$ cat src/rtl/hazard_scheduler_pkg.sv
// Shared pipeline encodings and address map used by the hazard scheduler and its neighbours.
package hazard_scheduler_pkg;

  // Tnew/Tuse: 0..2 are cycle distances, 3 means the value is never produced/needed.
  localparam logic [1:0] T_0     = 2'd0;
  localparam logic [1:0] T_1     = 2'd1;
  localparam logic [1:0] T_2     = 2'd2;
  localparam logic [1:0] T_NEVER = 2'd3;

  localparam int MULT_CYC_DEF = 5;
  localparam int DIV_CYC_DEF  = 10;

  localparam logic [31:0] PC_INIT      = 32'h0000_3000;
  localparam logic [31:0] HANDLE_START = 32'h0000_4180;

  // A source hazards against a producer when it needs the value before it exists.
  function automatic logic src_hazard(input logic [4:0] src, input logic [1:0] tuse,
                                      input logic [4:0] wa, input logic [1:0] tnew);
    return (src != 5'd0) && (src == wa) && (tuse < tnew);
  endfunction

endpackage

$ cat src/rtl/hazard_scheduler_if.sv
// Decode/execute/memory hazard inputs and pipeline control outputs of the scheduler.
interface hazard_scheduler_if;
  logic        Req;
  logic [4:0]  D_rs;
  logic [4:0]  D_rt;
  logic [1:0]  D_Tuse_rs;
  logic [1:0]  D_Tuse_rt;
  logic [4:0]  E_wa;
  logic [1:0]  E_Tnew;
  logic [4:0]  M_wa;
  logic [1:0]  M_Tnew;
  logic        D_uses_md;
  logic        E_start_mult;
  logic        E_start_div;
  logic        D_ERET;
  logic        E_mtc0_epc;
  logic        M_mtc0_epc;
  logic        STALL_EN_N;
  logic        E_CLR;
  logic        ERET_GO;
  logic        MD_BUSY;
  logic [31:0] STALL_CNT;

  // Inputs are level signals sampled each cycle; there is no valid/ready handshake.
  modport master (
    output Req, D_rs, D_rt, D_Tuse_rs, D_Tuse_rt, E_wa, E_Tnew, M_wa, M_Tnew,
           D_uses_md, E_start_mult, E_start_div, D_ERET, E_mtc0_epc, M_mtc0_epc,
    input  STALL_EN_N, E_CLR, ERET_GO, MD_BUSY, STALL_CNT
  );

  modport slave (
    input  Req, D_rs, D_rt, D_Tuse_rs, D_Tuse_rt, E_wa, E_Tnew, M_wa, M_Tnew,
           D_uses_md, E_start_mult, E_start_div, D_ERET, E_mtc0_epc, M_mtc0_epc,
    output STALL_EN_N, E_CLR, ERET_GO, MD_BUSY, STALL_CNT
  );
endinterface

$ cat src/rtl/hazard_scheduler_md_busy_counter.sv
// Busy tracker for the multi-cycle HI/LO unit: loads on a start, counts down to idle.
module md_busy_counter
  import hazard_scheduler_pkg::*;
#(
  parameter int MULT_CYC = MULT_CYC_DEF,
  parameter int DIV_CYC  = DIV_CYC_DEF
) (
  input  logic clk,
  input  logic RESET,
  input  logic start_mult,
  input  logic start_div,
  input  logic Req,
  output logic busy
);

  logic [3:0] cnt;

  // A start that coincides with Req belongs to a flushed instruction; a running op is never aborted.
  always_ff @(posedge clk) begin
    if (RESET) begin
      cnt <= 4'd0;
    end else if (!Req && start_div) begin
      cnt <= 4'(DIV_CYC);
    end else if (!Req && start_mult) begin
      cnt <= 4'(MULT_CYC);
    end else if (cnt != 4'd0) begin
      cnt <= cnt - 4'd1;
    end
  end

  assign busy = (cnt != 4'd0);

endmodule

$ cat src/rtl/hazard_scheduler.sv
// Stall/flush/ERET priority logic for the five-stage pipeline plus stalled-cycle counter.
module hazard_scheduler
  import hazard_scheduler_pkg::*;
#(
  parameter int MULT_CYC = MULT_CYC_DEF,
  parameter int DIV_CYC  = DIV_CYC_DEF
) (
  input logic clk,
  input logic RESET,
  hazard_scheduler_if.slave hs
);

  logic        md_busy;
  logic        stall_data;
  logic        stall_md;
  logic        stall_eret;
  logic        stall;
  logic [31:0] stall_cnt_q;

  md_busy_counter #(
    .MULT_CYC (MULT_CYC),
    .DIV_CYC  (DIV_CYC)
  ) u_md (
    .clk        (clk),
    .RESET      (RESET),
    .start_mult (hs.E_start_mult),
    .start_div  (hs.E_start_div),
    .Req        (hs.Req),
    .busy       (md_busy)
  );

  always_comb begin
    stall_data = src_hazard(hs.D_rs, hs.D_Tuse_rs, hs.E_wa, hs.E_Tnew)
               | src_hazard(hs.D_rs, hs.D_Tuse_rs, hs.M_wa, hs.M_Tnew)
               | src_hazard(hs.D_rt, hs.D_Tuse_rt, hs.E_wa, hs.E_Tnew)
               | src_hazard(hs.D_rt, hs.D_Tuse_rt, hs.M_wa, hs.M_Tnew);
    stall_md   = hs.D_uses_md & (hs.E_start_mult | hs.E_start_div | md_busy);
    stall_eret = hs.D_ERET & (hs.E_mtc0_epc | hs.M_mtc0_epc);
    stall      = stall_data | stall_md | stall_eret;
  end

  // Reset and Req both flush; Req must not freeze F/D so the handler fetch can proceed.
  always_comb begin
    hs.STALL_EN_N = 1'b0;
    hs.E_CLR      = 1'b0;
    hs.ERET_GO    = 1'b0;
    if (RESET || hs.Req) begin
      hs.E_CLR = 1'b1;
    end else if (stall) begin
      hs.STALL_EN_N = 1'b1;
      hs.E_CLR      = 1'b1;
    end else begin
      hs.ERET_GO = hs.D_ERET;
    end
  end

  always_ff @(posedge clk) begin
    if (RESET) begin
      stall_cnt_q <= 32'd0;
    end else if (stall && !hs.Req) begin
      stall_cnt_q <= stall_cnt_q + 32'd1;
    end
  end

  assign hs.MD_BUSY   = md_busy;
  assign hs.STALL_CNT = stall_cnt_q;

endmodule

$ cat src/flat_wrapper.sv
// flat-port wrapper written by rule: the top's interface ports become plain ports
module hazard_scheduler_flat import hazard_scheduler_pkg::*;
#(
  parameter int MULT_CYC = MULT_CYC_DEF,
  parameter int DIV_CYC  = DIV_CYC_DEF
)
  (clk, RESET, hs_Req, hs_D_rs, hs_D_rt, hs_D_Tuse_rs, hs_D_Tuse_rt, hs_E_wa, hs_E_Tnew, hs_M_wa, hs_M_Tnew, hs_D_uses_md, hs_E_start_mult, hs_E_start_div, hs_D_ERET, hs_E_mtc0_epc, hs_M_mtc0_epc, hs_STALL_EN_N, hs_E_CLR, hs_ERET_GO, hs_MD_BUSY, hs_STALL_CNT);
  hazard_scheduler_if hs_i ();
  input logic clk;
  input logic RESET;
  input wire logic [$bits(hs_i.Req)-1:0] hs_Req;
  input wire logic [$bits(hs_i.D_rs)-1:0] hs_D_rs;
  input wire logic [$bits(hs_i.D_rt)-1:0] hs_D_rt;
  input wire logic [$bits(hs_i.D_Tuse_rs)-1:0] hs_D_Tuse_rs;
  input wire logic [$bits(hs_i.D_Tuse_rt)-1:0] hs_D_Tuse_rt;
  input wire logic [$bits(hs_i.E_wa)-1:0] hs_E_wa;
  input wire logic [$bits(hs_i.E_Tnew)-1:0] hs_E_Tnew;
  input wire logic [$bits(hs_i.M_wa)-1:0] hs_M_wa;
  input wire logic [$bits(hs_i.M_Tnew)-1:0] hs_M_Tnew;
  input wire logic [$bits(hs_i.D_uses_md)-1:0] hs_D_uses_md;
  input wire logic [$bits(hs_i.E_start_mult)-1:0] hs_E_start_mult;
  input wire logic [$bits(hs_i.E_start_div)-1:0] hs_E_start_div;
  input wire logic [$bits(hs_i.D_ERET)-1:0] hs_D_ERET;
  input wire logic [$bits(hs_i.E_mtc0_epc)-1:0] hs_E_mtc0_epc;
  input wire logic [$bits(hs_i.M_mtc0_epc)-1:0] hs_M_mtc0_epc;
  output wire logic [$bits(hs_i.STALL_EN_N)-1:0] hs_STALL_EN_N;
  output wire logic [$bits(hs_i.E_CLR)-1:0] hs_E_CLR;
  output wire logic [$bits(hs_i.ERET_GO)-1:0] hs_ERET_GO;
  output wire logic [$bits(hs_i.MD_BUSY)-1:0] hs_MD_BUSY;
  output wire logic [$bits(hs_i.STALL_CNT)-1:0] hs_STALL_CNT;
  assign hs_i.Req = hs_Req;
  assign hs_i.D_rs = hs_D_rs;
  assign hs_i.D_rt = hs_D_rt;
  assign hs_i.D_Tuse_rs = hs_D_Tuse_rs;
  assign hs_i.D_Tuse_rt = hs_D_Tuse_rt;
  assign hs_i.E_wa = hs_E_wa;
  assign hs_i.E_Tnew = hs_E_Tnew;
  assign hs_i.M_wa = hs_M_wa;
  assign hs_i.M_Tnew = hs_M_Tnew;
  assign hs_i.D_uses_md = hs_D_uses_md;
  assign hs_i.E_start_mult = hs_E_start_mult;
  assign hs_i.E_start_div = hs_E_start_div;
  assign hs_i.D_ERET = hs_D_ERET;
  assign hs_i.E_mtc0_epc = hs_E_mtc0_epc;
  assign hs_i.M_mtc0_epc = hs_M_mtc0_epc;
  assign hs_STALL_EN_N = hs_i.STALL_EN_N;
  assign hs_E_CLR = hs_i.E_CLR;
  assign hs_ERET_GO = hs_i.ERET_GO;
  assign hs_MD_BUSY = hs_i.MD_BUSY;
  assign hs_STALL_CNT = hs_i.STALL_CNT;
  hazard_scheduler #(.MULT_CYC(MULT_CYC), .DIV_CYC(DIV_CYC)) u_core (.clk(clk), .RESET(RESET), .hs(hs_i));
endmodule
$ cat config.mk
export PLATFORM = sky130hd
export DESIGN_NAME = hazard_scheduler_flat
export DESIGN_NICKNAME = d
export VERILOG_FILES = /design/src/rtl/hazard_scheduler_pkg.sv /design/src/rtl/hazard_scheduler_if.sv /design/src/rtl/hazard_scheduler_md_busy_counter.sv /design/src/rtl/hazard_scheduler.sv /design/src/flat_wrapper.sv
export SDC_FILE = /design/constraint.sdc
export NUM_CORES = 1
export LEC_CHECK = 0
export CAP_MARGIN = 0
export CORE_UTILIZATION = 49
export CTS_CLUSTER_DIAMETER = 120
export DETAILED_ROUTE_END_ITERATION = 10
export PLACE_DENSITY = 0.85
export SYNTH_ARGS = -nofsm -noshare
export SYNTH_HDL_FRONTEND = slang
export SYNTH_SLANG_ARGS = --single-unit
$ cat constraint.sdc
create_clock -name clk -period 8.98 [get_ports clk]
set_clock_uncertainty 0.15 [all_clocks]
set_input_delay 2.245 -clock clk [delete_from_list [all_inputs] [get_ports clk]]
set_output_delay 2.245 -clock clk [all_outputs]
set_load 0.05 [all_outputs]
# ---- Word-level counts from Yosys, hierarchy flattened
# Index checks and enable logic that the tools add are counted.
dict set report totals {
  regBits 36
  inputBits 37
  out_inout_bits 36
  wordCells 50
}
dict set report classes {
  addsub 2
  n_lt_le_gt_ge 4
  n_eq_ne 4
  mux 8
  bitwise 10
  reduce_logical 19
}
# operator n
set ops {}
lappend ops {{adder 32 x 1 -> 32 bit, second input constant} 1}
lappend ops {{equality test 5 bit} 4}
lappend ops {{2-to-1 mux 4 bit} 3}
lappend ops {{logical AND 1 bit} 11}
lappend ops {{nonzero test 5 bit} 2}
lappend ops {{less-than comparator 2 bit} 4}
lappend ops {{OR 1 bit} 8}
lappend ops {{2-to-1 mux 1 bit} 5}
lappend ops {{nonzero test 4 bit} 1}
lappend ops {{subtractor 4 x 1 -> 4 bit, second input constant} 1}
lappend ops {{nonzero test 3 bit} 1}
lappend ops {{AND 1 bit} 2}
lappend ops {{nonzero test 2 bit} 1}
lappend ops {{OR reduction 2 bit} 1}
lappend ops {{logical NOT 1 bit} 1}
lappend ops {{logical OR 1 bit} 1}

# ---- Longest topological paths before layout
dict set report depth {
  ltp_word 10
  ltp_mapped 10
  mapped_depth_nobuf 8
}

# ---- By module
# Synthesis repeated with hierarchy kept, for this count alone.
dict set report unflattened {
  cells_unflattened 299
  hier_area_um2 2478.6
}
# mod instances cells_per_inst area_per_inst_um2 seq_area_each_um2
set by_module_without_submodules {}
lappend by_module_without_submodules {hazard_scheduler 1 273 2235.9 640.6}
lappend by_module_without_submodules {md_busy_counter 1 26 242.7 80.1}

# ---- Least setup slack after synthesis
# Ideal clock, no wire load.
dict set report synth_path {
  kind {input to output}
  start {input hs_E_Tnew[1]}
  end {output hs_STALL_EN_N}
  arrival_ns 4.225
  required_ns 6.585
  slack_ns 2.360
  cell_stages 8
  n_path_buf 1
  path_cell_list {inv_1 > ha_1 > a2111oi_2 > nand4_1 > a21oi_4 > o21ai_2 > buf_2 > nor2_1}
}
dict set report synth_via {
  elab_chain_len 9
  elab_cells_between_ends 11
  cone_classes {2 x order compare; 2 x mux; 5 x bitwise; 2 x reduce/logical}
}
# element line
set synth_rtl {}
lappend synth_rtl {{start: declaration} flat_wrapper.sv:17} ;# input wire logic [$bits(hs_i.E_Tnew)-1:0] hs_E_Tnew;
lappend synth_rtl {{less-than comparator 2 bit} hazard_scheduler_pkg.sv:19} ;# return (src != 5'd0) && (src == wa) && (tuse < tnew);
lappend synth_rtl {{logical AND 1 bit} hazard_scheduler_pkg.sv:19}
lappend synth_rtl {{OR 1 bit} hazard_scheduler.sv:34} ;# | src_hazard(hs.D_rs, hs.D_Tuse_rs, hs.M_wa, hs.M_Tnew)
lappend synth_rtl {{OR 1 bit (*)} hazard_scheduler.sv:35} ;# | src_hazard(hs.D_rt, hs.D_Tuse_rt, hs.E_wa, hs.E_Tnew)
lappend synth_rtl {{OR 1 bit (*)} hazard_scheduler.sv:36} ;# | src_hazard(hs.D_rt, hs.D_Tuse_rt, hs.M_wa, hs.M_Tnew);
lappend synth_rtl {{OR 1 bit (*) (2 in a row)} hazard_scheduler.sv:39} ;# stall = stall_data | stall_md | stall_eret;
lappend synth_rtl {{2-to-1 mux 1 bit (*)} hazard_scheduler.sv:49} ;# end else if (stall) begin
lappend synth_rtl {{2-to-1 mux 1 bit (*)} hazard_scheduler.sv:47} ;# if (RESET || hs.Req) begin
lappend synth_rtl {{end: declaration} flat_wrapper.sv:26} ;# output wire logic [$bits(hs_i.STALL_EN_N)-1:0] hs_STALL_EN_N;
# Every way passes the cells marked *; elsewhere a longest branch is shown, timed or not.

# ---- Worst setup path in the final report
# Same ends and word-level chain as after synthesis.

==> summary.txt <==
first-pass GRT wire length: 8.91 mm
Top-Level Pins: 73
Via Count: 2227
Final Max Slew Viols: 0
largest net degree at the start of global routing: 26
Synth Register Bits: 36
clock root cell: clkbuf_8
crit end category: primary output
Overflow after GRT: 0
H-Tree Depth: 2
Mapped Nets: 305
Syn Area/Cell: 8.34 µm²
area delta synth->final: 39.0%
area of the mapped netlist: 2180 µm²
synth top area cells: dfxtp_1 (33%), xor2_1 (8.5%), a21oi_1 (5.8%), or4_1 (4.8%), o31ai_1 (4.1%)
critical path required time: 6590 ps
CTS resizes: 0
crit path to: hs_STALL_EN_N
worst hold path class: reg -> reg
Routed Antenna Nets: 0
crit-path max FO: 17
startpoint types: input pin
commonest non-fill, non-tap cells in the layout: clkdlybuf4s50_1 (72), dfxtp_1 (36), a21oi_1 (25)
final std cells w/o fill: 383
worst reg-to-reg path cell count: 8
number of max-cap violations: 0
Final Util: 73.0%
worst-skew pair later-pin latency: 290 ps
core box area: 4140 µm²
Yosys cell types: 41
status: complete, no violations
nets: 376
gpl congestion: 0.881
maximum vdd drop: 0.106 mV
total CTS buffers: 5
Reg area: 721 µm²
slew margin rel.: 32.8%
RSZ-0062 raised after global routing: no
Tmin final: 7470 ps
Most common cell on crit path: clkdlybuf4s50_1
Max Freq: 134 MHz
die span in y: 68.6 µm
crit path buf inv count: 3
Cell Chain, Critical Path: clkdlybuf4s50_1 > inv_1 > ha_1 > a2111oi_2 > nand4_1 > a21oi_4 > o21ai_2 > nor2_1 > clkdlybuf4s50_1
IO Port Bufs: 72
Synth Warn #: 0
Setup Fix Bufs, Post-CTS: 0
hold depth: 2
1st-iter DRT viols: 132
HPWL after DPL: 4.16 mm
Worst path depth: 9
routed len/inst: 14.6 µm
Yosys top cell by area: dfxtp_1
CTS max path bufs: 2
# rows: 23
worst reg2reg path startpoint: u_core.u_md.cnt[0]
Final Hold Fails: 0
Leak Pwr: 1.04 nW
cells after synthesis: 261
DR vias/cell: 5.81
CTS tree: built
WHS: 362 ps
share of post-route cells with drive strength above 1: 5.11%
post-synth top area share: 33.1%
drt drc: 0
placed cells: 375
max incr delay on CP: 820 ps
Worst Max-Slew Pin Slew: 1000 ps
PwrDens: 130 nW/µm²
reg2reg setup slack: 6210 ps
total die area: 4710 µm²
total global-route track usage: 25.3%
crit path DAT: 5070 ps
Top delay family on crit path: buffers and inverters
WS Path Type: in -> out
ANT cells: 0
TritonRoute pass-1 iters: 4
R2R Path End: u_core.hs.STALL_CNT[30]
Post-Route Setup TNS: 0 ps
CP Launch Point: hs_E_Tnew[1]
most common cell after layout, fill and taps aside: clkdlybuf4s50_1
slowest cell on the critical path: clkdlybuf4s50_1
Fillers: 325
register area share after synthesis: 33.1%
die width: 68.6 µm
setup violators final: 0
Clock Sinks: 36
final wirelength: 5.61 mm
number of global-route vias before repair: 1944
period utilization: 83.2%
initial core utilization: 52.5%
post-cts hold buffer count: 0
CTS clk-pin slew, worst paths: 70 ps
initial antenna violation count: 0
area taken by multi-input logic gates: 1380 µm²
[tightest hold or removal path, stage by stage, from the launching register on]
cell	delay [ps]
dfxtp_1	330
o21ai_1	70
a21oi_1	60
[metrics by stage]
step	cell area [µm²]	setup WS (ps)	power, mW
2_1_floorplan	2180	2360	0.223
3_3_place_gp	2920	1590	0.255
3_5_place_dp	2920	1540	0.257
4_1_cts	3030	1520	0.395
5_1_grt	3030	1380	0.411
6_report	3030	1510	0.392
[where the power goes]
part / leakage (nW) / internal, mW / switching, mW
clock network: 0.0552 / 0.0824 / 0.0561
registers: 0.291 / 0.164 / 0.00480
logic: 0.691 / 0.0386 / 0.0459
total: 1.04 / 0.285 / 0.107
[flip-flops by register name, indices dropped and copies added (netlist names)]
name                 count
u_core.u_md.cnt          4
u_core.hs.STALL_CNT     32
[Yosys cell counts]
cell type  count
nand2b_1       3
and4_1         2
nor2b_1        6
nor2_1        19
a22oi_1        1
a31oi_1        1
o2111ai_1      3
and3_4         1
buf_4          1
nand3_1       11
or4b_1         1
nand4_2        1
or3_1         11
a2111oi_2      1
and3_1         4
o21ai_1       13
nor3_1         2
inv_1          8
and2_1         1
or4_1         14
xor2_1        21
o211ai_2       2
a21oi_1       25
xnor2_1        7
buf_6          1
buf_1          1
ha_1           7
o21ai_0        3
nand4_1        3
o31ai_1       12
a21oi_4        1
nor4_1         3
o21ai_2        1
clkbuf_1       3
nand2_1       19
buf_2          3
dfxtp_1       36
mux2i_1        1
and4_4         2
a211oi_1       4
mux2_1         2
[worst min path at each step]
stage | startpoint | to | slack, ps
after global placement | u_core.hs.STALL_CNT[5] | u_core.hs.STALL_CNT[5] | 330
after global routing | u_core.hs.STALL_CNT[5] | u_core.hs.STALL_CNT[5] | 390
after CTS | u_core.hs.STALL_CNT[24] | u_core.hs.STALL_CNT[24] | 360
after detailed placement | u_core.hs.STALL_CNT[30] | u_core.hs.STALL_CNT[30] | 340
after floorplan | u_core.u_md.cnt[0] | u_core.u_md.cnt[0] | 410
final | u_core.hs.STALL_CNT[25] | u_core.hs.STALL_CNT[25] | 360
[final cells by class]
class,instances,area share (%)
multi-input combinational,208,45.5
timing repair buffer,73,24.1
sequential,36,23.8
clock buffer,6,2.40
tap,50,2.07
clock inverter,2,1.16
inverter,8,0.993
[kinds of logic (layout without fill, tap and decap cells)]
family	count (synthesis)	after routing	share of synthesized area, %
DFF	36	36	33.1
muxes	3	3	1.50
adders and majority gates	7	7	4.03
buffers and inverters	17	89	3.62
xor gates and xnor gates	28	28	11.3
AOI/OAI and AO/OA	67	67	19.8
and+or+nand+nor	103	103	26.7
[per-layer routing]
metal	GRT usage [%]	part of all wire, %	routed length [µm]
met5	0	0	0
met1	29.9	44	2470
met2	45.5	50	2820
met3	4.28	4.2	235
met4	9.38	1.5	86
Note: power is estimated with default switching activity, not from simulation.
